$ cat config.mk
export PLATFORM = sky130hd
export DESIGN_NAME = pipelined_barrel_shifter
export DESIGN_NICKNAME = d
export VERILOG_FILES = /design/src/rtl/pipelined_barrel_shifter_pkg.sv /design/src/rtl/pipelined_barrel_shifter_stage.sv /design/src/rtl/pipelined_barrel_shifter.sv
export SDC_FILE = /design/constraint.sdc
export NUM_CORES = 1
export LEC_CHECK = 0
export ABC_CLOCK_PERIOD_IN_PS = 1470
export BUFFER_PORTS_ARGS = -buffer_cell sky130_fd_sc_hd__buf_2
export CAP_MARGIN = 20
export CORE_MARGIN = 1
export CORE_UTILIZATION = 52
export CTS_BUF_LIST = sky130_fd_sc_hd__clkbuf_8 sky130_fd_sc_hd__clkbuf_16
export DETAILED_ROUTE_END_ITERATION = 10
export GPL_ROUTABILITY_DRIVEN = 0
export HOLD_SLACK_MARGIN = 0.06
export PLACE_DENSITY = 0.74
export SYNTH_ARGS = -nofsm -noshare
export SYNTH_HDL_FRONTEND = slang
export SYNTH_SLANG_ARGS = --single-unit
$ cat constraint.sdc
create_clock -name clk -period 1.47 [get_ports clk]
set_clock_uncertainty 0.15 [all_clocks]
set_input_delay 0.441 -clock clk [delete_from_list [all_inputs] [get_ports clk]]
set_output_delay 0.441 -clock clk [all_outputs]
set_load 0.01 [all_outputs]
$ cat src/rtl/pipelined_barrel_shifter_pkg.sv
// pipelined_barrel_shifter_pkg: shift-mode encodings shared by the shifter top and its stages.
// The optional BARREL_SHIFTER_OVF_EN build adds a signed-overflow flag carried through the stages.
package pipelined_barrel_shifter_pkg;
  typedef enum logic [1:0] {
    SHIFT_LSL = 2'b00,
    SHIFT_LSR = 2'b01,
    SHIFT_ASR = 2'b10,
    SHIFT_ROR = 2'b11
  } shift_op_e;
endpackage

$ cat src/rtl/pipelined_barrel_shifter_stage.sv
// barrel_shift_stage: one elastic stage that shifts by STEP when its shamt bit is set.
// With BARREL_SHIFTER_OVF_EN the stage also accumulates the LSL signed-overflow flag.
module barrel_shift_stage
  import pipelined_barrel_shifter_pkg::*;
#(
  parameter int WIDTH = 8,
  parameter int STEP  = 1
) (
  input  logic                       clk,
  input  logic                       rst_n,
  input  logic                       flush,
  input  logic                       valid_i,
  output logic                       ready_o,
  input  logic [WIDTH-1:0]           data_i,
  input  logic [$clog2(WIDTH)-1:0]   shamt_i,
  input  logic [1:0]                 op_i,
  input  logic                       carry_i,
`ifdef BARREL_SHIFTER_OVF_EN
  input  logic                       ovf_i,
  output logic                       ovf_o,
`endif
  output logic                       valid_o,
  input  logic                       ready_i,
  output logic [WIDTH-1:0]           data_o,
  output logic [$clog2(WIDTH)-1:0]   shamt_o,
  output logic [1:0]                 op_o,
  output logic                       carry_o
);
  localparam int SHAMT_W = $clog2(WIDTH);
  localparam int K = $clog2(STEP);
  typedef struct packed {
    logic [WIDTH-1:0]   data;
    logic [SHAMT_W-1:0] shamt;
    logic [1:0]         op;
    logic               carry;
`ifdef BARREL_SHIFTER_OVF_EN
    logic               ovf;
`endif
  } payload_t;
  payload_t pl_d, pl_q;
  logic valid_q, act;
  logic [WIDTH-1:0] asr, shifted;
  assign asr = $signed(data_i) >>> STEP;
  always_comb begin
    act = shamt_i[K];
    shifted = op_i == SHIFT_LSL ? data_i << STEP :
              op_i == SHIFT_LSR ? data_i >> STEP :
              op_i == SHIFT_ASR ? asr : {data_i[STEP-1:0], data_i[WIDTH-1:STEP]};
    pl_d.data = act ? shifted : data_i;
    pl_d.shamt = shamt_i;
    pl_d.op = op_i;
    pl_d.carry = act ? (op_i == SHIFT_LSL ? data_i[WIDTH-STEP] : data_i[STEP-1]) : carry_i;
`ifdef BARREL_SHIFTER_OVF_EN
    // bits leaving plus the bit landing in the sign position must all agree
    pl_d.ovf = ovf_i | (act && op_i == SHIFT_LSL &&
               !(&data_i[WIDTH-1:WIDTH-1-STEP]) && |data_i[WIDTH-1:WIDTH-1-STEP]);
`endif
  end
  assign ready_o = !valid_q || ready_i;
  always_ff @(posedge clk or negedge rst_n) begin
    if (!rst_n) begin
      valid_q <= 1'b0;
      pl_q <= '0;
    end else begin
      if (flush) valid_q <= 1'b0;
      else if (ready_o) valid_q <= valid_i;
      if (ready_o && valid_i) pl_q <= pl_d;
    end
  end
  assign valid_o = valid_q;
  assign data_o = pl_q.data;
  assign shamt_o = pl_q.shamt;
  assign op_o = pl_q.op;
  assign carry_o = pl_q.carry;
`ifdef BARREL_SHIFTER_OVF_EN
  assign ovf_o = pl_q.ovf;
`endif
endmodule

$ cat src/rtl/pipelined_barrel_shifter.sv
// pipelined_barrel_shifter: elastic log2(WIDTH)-stage LSL/LSR/ASR/ROR shifter with carry and zero flags.
// Define BARREL_SHIFTER_OVF_EN to add the out_ovf signed-overflow output.
module pipelined_barrel_shifter
  import pipelined_barrel_shifter_pkg::*;
#(
  parameter int WIDTH = 8,
  localparam int SHAMT_W = $clog2(WIDTH)
) (
  input  logic               clk,
  input  logic               rst_n,
  input  logic               flush,
  input  logic               in_valid,
  output logic               in_ready,
  input  logic [WIDTH-1:0]   in_data,
  input  logic [SHAMT_W-1:0] in_shamt,
  input  logic [1:0]         in_op,
  output logic               out_valid,
  input  logic               out_ready,
  output logic [WIDTH-1:0]   out_data,
  output logic               out_carry,
`ifdef BARREL_SHIFTER_OVF_EN
  output logic               out_ovf,
`endif
  output logic               out_zero
);
  logic [SHAMT_W:0]              valid_c, ready_c, carry_c;
  logic [SHAMT_W:0][WIDTH-1:0]   data_c;
  logic [SHAMT_W:0][SHAMT_W-1:0] shamt_c;
  logic [SHAMT_W:0][1:0]         op_c;
  logic                          unused_tail;
`ifdef BARREL_SHIFTER_OVF_EN
  logic [SHAMT_W:0]              ovf_c;
  assign ovf_c[0] = 1'b0;
  assign out_ovf = ovf_c[SHAMT_W];
`endif
  assign valid_c[0] = in_valid;
  assign data_c[0] = in_data;
  assign shamt_c[0] = in_shamt;
  assign op_c[0] = in_op;
  assign carry_c[0] = 1'b0;
  assign ready_c[SHAMT_W] = out_ready;
  assign in_ready = ready_c[0];
  for (genvar k = 0; k < SHAMT_W; k++) begin : g_stage
    barrel_shift_stage #(.WIDTH(WIDTH), .STEP(1 << k)) u_stage (
      .clk    (clk),
      .rst_n  (rst_n),
      .flush  (flush),
      .valid_i(valid_c[k]),
      .ready_o(ready_c[k]),
      .data_i (data_c[k]),
      .shamt_i(shamt_c[k]),
      .op_i   (op_c[k]),
      .carry_i(carry_c[k]),
`ifdef BARREL_SHIFTER_OVF_EN
      .ovf_i  (ovf_c[k]),
      .ovf_o  (ovf_c[k+1]),
`endif
      .valid_o(valid_c[k+1]),
      .ready_i(ready_c[k+1]),
      .data_o (data_c[k+1]),
      .shamt_o(shamt_c[k+1]),
      .op_o   (op_c[k+1]),
      .carry_o(carry_c[k+1])
    );
  end
  assign out_valid = valid_c[SHAMT_W];
  assign out_data = data_c[SHAMT_W];
  assign out_carry = carry_c[SHAMT_W];
  // gated by valid so the flag reads 0 out of reset even though the data register is 0
  assign out_zero = out_valid && ~|out_data;
  assign unused_tail = ^{shamt_c[SHAMT_W], op_c[SHAMT_W]};
endmodule

After elaboration in Yosys (flattened, before gate mapping)
Cells that the tools add are included.
{"block": "word_totals", "ff_bits": 40, "inputBits": 18, "output_inout_bits": 12, "word_cells": 61}
{"block": "classes", "eq_ne": 6, "mux": 24, "n_reduce_logical": 18}
{"cell": "$mux 8", "count": 12}
{"cell": "$mux 1", "count": 12}
{"cell": "$reduce_or 8->1", "count": 1}
{"cell": "$eq 2x1->1 const B", "count": 3}
{"cell": "$eq 2x2->1 const B", "count": 3}
{"cell": "$logic_not 2->1", "count": 3}
{"cell": "$reduce_bool 2->1", "count": 3}
{"cell": "$logic_and 1x1->1", "count": 4}
{"cell": "$logic_not 1->1", "count": 4}
{"cell": "$logic_or 1x1->1", "count": 3}

Logic depth before layout (Yosys ltp)
Gate-level depths: netlist (run 1).
{"block": "logic_depth", "word_depth": 6, "depth_mapped": 4}

Modules after synthesis
A second synthesis (run 1) with hierarchy kept.
{"block": "hier_totals", "hier_cells": 213, "hier_area_um2": 2481.1}
{"module": "barrel_shift_stage at g_stage[2].u_stage", "n_inst": 1, "cells_each": 69, "area_per_inst_um2": 843.3}
{"module": "barrel_shift_stage at g_stage[0].u_stage", "n_inst": 1, "cells_each": 72, "area_per_inst_um2": 813.3}
{"module": "barrel_shift_stage at g_stage[1].u_stage", "n_inst": 1, "cells_each": 68, "area_per_inst_um2": 792.0}
{"module": "pipelined_barrel_shifter", "n_inst": 1, "cells_each": 4, "area_per_inst_um2": 32.5}

Worst setup path after synthesis (run 1)
No wires, ideal clock.
{"block": "synth_path", "path_type": "register -> output", "startpoint": "register g_stage[2].u_stage.pl_q (netlist bit g_stage[2].u_stage.data_o[3])", "endpoint": "output port out_zero", "t_arrival_ns": 1.288, "required_time_ns": 0.879, "slack_ns": -0.409, "path_stages_with_launch": 3, "path_buffers": 0, "cell_sequence": "dfrtp_1 > or4_1 > nor4_1"}
{"block": "synth_via", "elab_chain_len": 3}
{"item": "start: declaration", "line_no": "pipelined_barrel_shifter_stage.sv:40", "rtl": "payload_t pl_d, pl_q;"}
{"item": "start signal: assignment", "line_no": "pipelined_barrel_shifter_stage.sv:67", "rtl": "if (ready_o && valid_i) pl_q <= pl_d;"}
{"item": "$reduce_or 8->1", "line_no": "pipelined_barrel_shifter.sv:70", "rtl": "assign out_zero = out_valid && ~|out_data;"}
{"item": "$logic_not 1->1", "line_no": "pipelined_barrel_shifter.sv:70"}
{"item": "$logic_and 1x1->1", "line_no": "pipelined_barrel_shifter.sv:70"}
{"item": "end: declaration", "line_no": "pipelined_barrel_shifter.sv:24", "rtl": "output logic out_zero"}
Every way passes these cells.

Final worst setup path (run 1)
Ends and elaborated chain as after synthesis.

==> results of run 1 <==
## worst reg2reg max path, stage by stage, from the launching register on
cell,delay (ns)
dfrtp_2,0.44
clkbuf_2,0.15
or3b_2,0.44
a31oi_1,0.17
mux2_4,0.17
## path summary, 6_finish.rpt
path | cells after the start | from | end | slack [ns]
max | 3 | g_stage[2].u_stage.data_o[3] | out_zero | -0.63
min | 2 | flush | g_stage[1].u_stage.valid_o | 0.18
max reg2reg | 4 | g_stage[0].u_stage.op_o[0] | g_stage[1].u_stage.data_o[4] | -0.10
min reg2reg | 1 | g_stage[2].u_stage.carry_o | g_stage[2].u_stage.carry_o | 0.36
max in group asynchronous | 3 | rst_n | g_stage[2].u_stage.valid_o | 0.48
min in group asynchronous | 3 | rst_n | g_stage[2].u_stage.data_o[4] | 0.49
## power groups by stage
stage                     Clock [uW]  Sequential [uW]  Combinational, uW
after floorplan                    0             1400                730
after global placement             0             1470                941
after detailed placement           0             1480                966
after CTS                        706             1460               1130
after global routing             756             1510               1320
final                            695             1480               1210
## cell usage after synthesis, types with 2 or more instances
| cell type | instances |
|---|---|
| a21oi_1 | 17 |
| a221oi_1 | 2 |
| a31oi_1 | 12 |
| buf_2 | 2 |
| buf_4 | 10 |
| buf_6 | 3 |
| clkbuf_1 | 5 |
| dfrtp_1 | 37 |
| inv_1 | 7 |
| mux2_2 | 14 |
| mux2_4 | 7 |
| mux2i_1 | 3 |
| nand2_1 | 7 |
| nand3_1 | 4 |
| nor2_1 | 12 |
| nor2b_1 | 4 |
| o211a_1 | 3 |
| o211ai_1 | 9 |
| o21a_1 | 2 |
| o21ai_0 | 15 |
| o2bb2ai_1 | 10 |
| or3b_2 | 11 |
## per-layer routing
metal  up-vias  share of wire (%)
met5         -                  0
met2        77                 50
li1        919                  -
met1       942                 41
met3        18                5.7
met4         0                3.3
## stage by stage
stage,power [uW],setup slack [ns],cells
2_1_floorplan,2130,-0.215,211
3_3_place_gp,2410,-0.296,305
3_5_place_dp,2440,-0.304,305
4_1_cts,3300,-0.624,326
5_1_grt,3580,-0.695,330
6_report,3390,-0.627,330
## state kept, by name, indices dropped and copies added (netlist names)
register / count
g_stage.u_stage.carry_o: 3
g_stage.u_stage.data_o: 24
g_stage.u_stage.op_o: 4
g_stage.u_stage.shamt_o: 3
g_stage.u_stage.valid_o: 3
## area by class of cell
class | count | area share (%)
Sequential cell | 37 | 31.9
Clock inverter | 3 | 0.600
Inverter | 7 | 0.899
Timing Repair Buffer | 81 | 21.8
Tap cell | 50 | 2.14
Clock buffer | 5 | 2.36
Multi-Input combinational cell | 147 | 40.3
## repair_timing
item	CTS	global route
gates resized for setup	18	12
cloned	2	0
endpoints found under the hold margin	37	0
endpoints found under the setup margin	20	28
hold buffers	1	0
buffers inserted	12	7
pin swaps	5	5
## logic make-up after synthesis
kind of cell / after synthesis / synth area share [%]
xor gates and xnor gates: 1 / 0.399
buffers and inverters: 28 / 8.38
AOI/OAI and AO/OA: 74 / 22.3
muxes: 24 / 13.3
and+or+nand+nor: 47 / 13.3
DFF: 37 / 42.2
==> results.json, run 1 <==
{
  "status": "finished with violations",
  "violations": "negative setup slack",
  "combPwrFrac_pct": 35.8,
  "cp_max_fo": 2,
  "grt_pass1_wl_mm": 8.42,
  "synth_nets": 229,
  "root_buffer": "clkbuf_8",
  "holdWs_ns": 0.180,
  "antenna_cells": 0,
  "vdd_drop_max_mv": 0.701,
  "worstMarginPinSlew_ns": 0.421,
  "synth_area_leaders": "dfrtp_1 (42%), mux2_2 (7.2%), mux2_4 (4.8%), or3b_2 (4.4%), o2bb2ai_1 (4.0%)",
  "avgViaCountPerCell": 5.93,
  "postLayoutCellArea_mm2": 0.00292,
  "drt-total-wl_mm": 5.40,
  "tritoncts": "yes",
  "max_stage_delay_ns": 0.54,
  "grt_setup_unrepaired": "true",
  "start_util_pct": 54.5,
  "period_needed_ns": 2.10,
  "rows": 23,
  "nets": 297,
  "grt_pass1_vias": 1796,
  "drtPass1Iterations": 5,
  "p_clk_share_pct": 20.5,
  "met1_usage_pct": 30.4,
  "p_int_uw": 2300,
  "synth_area_mm2": 0.00219,
  "fin_ws_ns": -0.627,
  "critical_path_class": "reg2out",
  "cts_sinks": 37,
  "setup_viol": 27,
  "fp.dieArea_mm2": 0.00448,
  "insertion_delay_ns": 0.29,
  "vias": 1956,
  "final.period_utilization_pct": 143,
  "drive_above_1_share_pct": 47.9,
  "path_cells": "or4_4, nor4_4, buf_2",
  "fill_cells": 276,
  "hpwl_mm": 3.51,
  "min_path_type": "in2reg",
  "syn2layout_area_growth_pct": 33.1,
  "relSlewSlack_pct": 71.9,
  "netlist.area_leader.share_pct": 42.2,
  "pwr-share-seq_pct": 43.7,
  "antenna_left": 0,
  "sw_frac_of_total_pct": 32.3,
  "synth_cell_types": 37,
  "slowest_stage": "or4_4",
  "grt_max_degree": 38,
  "seqCellArea_um2": 931,
  "busiest_layer": "met2",
  "routedWlPerCell_um": 16.4,
  "yosysWarnings": 0,
  "critical_path.endpoint_type": "output port",
  "yosys_register_bits": 37,
  "dr.first_iter.drc_count": 175,
  "max_freq_mhz": 477,
  "synth_top_cell_by_area": "dfrtp_1",
  "use_met3_pct": 5.99,
  "synth-edff-count": 0,
  "htree_levels": 2,
  "antenna_found_initial": 0,
  "tns_ns": -2.13,
  "final_cell_mix": "buf_4 (39), dfrtp_1 (33), buf_2 (22)",
  "drv_cap": 0,
  "ys_seq_area_share_pct": 42.2,
  "gr-usage-met2_pct": 44.2,
  "cp_top_family": "simple AND/OR/NAND/NOR gates",
  "die_x_um": 67.0,
  "finalHoldViolCount": 0,
  "async_flop_share_pct": 100,
  "io-pin-count": 30,
  "p_leak_uw": 0.00137,
  "critPathArrivalTime_ns": 1.51,
  "switching_power_uw": 1090,
  "worstSetupStartpointType": "flip-flop",
  "clockBufferDepth": 2,
  "cts_buffers": 5,
  "core_mm2": 0.00403,
  "track_usage_pct": 25.6,
  "slew_viol_final": 0,
  "utilization_pct": 72.5,
  "io_buffers": 29,
  "multiInputGateArea_mm2": 0.00118,
  "cp.required_ns": 0.88,
  "syn_area_per_cell_um2": 10.4,
  "grt-ovfl-total": 0,
  "path_clk_slew_ns": 0.08,
  "placed_area_mm2": 0.00259,
  "p_per_area_mw_per_mm2": 1160,
  "die_y_um": 67.0,
  "final_common_cell": "buf_4",
  "critical_path_buf_inv_count": 1,
  "synth_ff_type": "dfrtp_1",
  "drc": 0,
  "synth_cells": 211
}
Power figures use the tool's default switching activity.
==> run 2, diff against run 1 <==
--- a/config.mk
+++ b/config.mk
@@ -9,12 +9,12 @@
 export BUFFER_PORTS_ARGS = -buffer_cell sky130_fd_sc_hd__buf_2
 export CAP_MARGIN = 20
 export CORE_MARGIN = 1
-export CORE_UTILIZATION = 52
-export CTS_BUF_LIST = sky130_fd_sc_hd__clkbuf_8 sky130_fd_sc_hd__clkbuf_16
+export CORE_UTILIZATION = 54
+export CTS_BUF_LIST = sky130_fd_sc_hd__clkbuf_4 sky130_fd_sc_hd__clkbuf_8
 export DETAILED_ROUTE_END_ITERATION = 10
 export GPL_ROUTABILITY_DRIVEN = 0
 export HOLD_SLACK_MARGIN = 0.06
-export PLACE_DENSITY = 0.74
+export PLACE_DENSITY = 0.77
 export SYNTH_ARGS = -nofsm -noshare
 export SYNTH_HDL_FRONTEND = slang
 export SYNTH_SLANG_ARGS = --single-unit
==> run 2 against run 1 <==
The flow still finishes with violations (negative setup slack). First-iteration DRC count is 9.7% lower. Critical path depth stayed put. Highest routed layer unchanged. Maximum frequency is 3.1% lower. Cell count is 1.8% higher. Sequential power hardly changed. Cell area is 8.4% higher. Flip-flop and latch count stayed put. Power is 14% higher.
==> results.json, run 2 (same netlist as run 1, synthesis figures left out) <==
{
  "rows": 22,
  "antenna_found_initial": 0,
  "drt-total-wl_mm": 6.47,
  "dr.first_iter.drc_count": 158,
  "min_from": "flush",
  "cts_buffers": 5,
  "rr_worst_depth": 6,
  "io_buffers": 29,
  "r2r-end": "g_stage[1].u_stage.data_o[1]",
  "fin_ws_ns": -0.693,
  "relSlewSlack_pct": 73.9,
  "cts_sinks": 37,
  "slew_viol_final": 0,
  "holdWs_ns": 0.174,
  "setup_viol": 36,
  "avgViaCountPerCell": 6.18,
  "syn2layout_area_growth_pct": 44.4,
  "p_per_area_mw_per_mm2": 1220,
  "period_needed_ns": 2.16,
  "largest_reg_flops": 24,
  "antenna_left": 0,
  "final_cell_mix": "buf_4 (42), dfrtp_1 (33), buf_6 (24)",
  "drtPass1Iterations": 7,
  "die_x_um": 65.8,
  "holdPathEnd": "g_stage[2].u_stage.valid_o",
  "max_freq_mhz": 462,
  "utilization_pct": 84.0,
  "path_clk_slew_ns": 0.07,
  "violations": "negative setup slack",
  "clockBufferDepth": 2,
  "htree_levels": 2,
  "crit_start": "g_stage[2].u_stage.data_o[3]",
  "r2r_start": "g_stage[1].u_stage.valid_o",
  "root_buffer": "clkbuf_8",
  "hold_depth": 2,
  "cp.required_ns": 0.88,
  "grt-ovfl-total": 0,
  "final_common_cell": "buf_4",
  "drive_above_1_share_pct": 54.5,
  "core_mm2": 0.00377,
  "vdd_drop_max_mv": 0.586,
  "min_path_type": "in2reg",
  "tritoncts": "yes",
  "grt_pass1_wl_mm": 9.70,
  "status": "finished with violations",
  "insertion_delay_ns": 0.30,
  "p_leak_uw": 0.00145,
  "drv_cap": 0,
  "routedWlPerCell_um": 19.3,
  "critical_path_class": "reg2out",
  "io-pin-count": 30,
  "critical_path.endpoint_type": "output port",
  "r2r_slack_ns": -0.13,
  "final.period_utilization_pct": 147,
  "cp_max_fo": 2,
  "critPathArrivalTime_ns": 1.57,
  "grt_max_degree": 38,
  "drc": 0,
  "fp.dieArea_mm2": 0.00432,
  "track_usage_pct": 30.8,
  "grt_setup_unrepaired": "true",
  "worstMarginPinSlew_ns": 0.391,
  "nets": 305,
  "antenna_cells": 0,
  "hpwl_mm": 3.48,
  "grt_pass1_vias": 2019,
  "die_y_um": 65.8,
  "start_util_pct": 58.2,
  "worstSetupStartpointType": "flip-flop",
  "vias": 2076,
  "finalHoldViolCount": 0
}
run 2: power by group:
group | leakage (uW) | internal (uW) | switching, uW
Sequential | 0.000437 | 1220 | 271
Clock | 0.0000574 | 552 | 390
Combinational | 0.000955 | 839 | 582
Total | 0.00145 | 2610 | 1240
run 2: timing repair:
item / CTS / global route
hold endpoints to repair: 37 / 0
resized for setup: 37 / 35
gates cloned: 2 / 0
endpoints found under the setup margin: 24 / 35
hold buffers: 1 / 0
pin swaps: 8 / 10
buffers inserted: 16 / 11
run 2: area by class of cell:
class | count | area, um2
inverters | 7 | 26.3
multi-input cells | 147 | 1290
repair buffers | 89 | 736
clock buffers | 6 | 82.6
fillers | 190 | 603
clock inverters | 2 | 37.5
well taps | 48 | 60.1
flip-flops and latches | 37 | 931
run 2: how the worst max path moves through the flow:
stage	end	slack, ns	cells after the start
after floorplan	out_zero	-0.21	2
after global placement	out_zero	-0.29	3
after detailed placement	out_zero	-0.32	3
after CTS	out_zero	-0.64	3
after global routing	out_zero	-0.73	3
final	out_zero	-0.69	3
run 2: stage by stage:
step	TNS, ns	cells	area, um2	worst slack, ns	total power (uW)
2_1_floorplan	-0.842	211	2250	-0.215	2130
3_3_place_gp	-2.42	308	2640	-0.293	2440
3_5_place_dp	-2.79	308	2640	-0.316	2490
4_1_cts	-1.67	332	3030	-0.638	3650
5_1_grt	-4.50	336	3170	-0.731	4020
6_report	-3.28	336	3170	-0.693	3860
run 2: critical path: stages (launching register included):
cell and delay, ns:
dfrtp_1 0.38, or4_4 0.55, nor4_4 0.17, buf_2 0.18
run 2: layer usage:
| metal | vias to the layer above | wire, um | global-route usage (%) |
|---|---|---|---|
| li1 | 933 | - | - |
| met1 | 1002 | 2430 | 33.8 |
| met2 | 107 | 3410 | 55.6 |
| met3 | 34 | 327 | 6.60 |
| met4 | 0 | 301 | 14.7 |
| met5 | - | 0 | 0 |
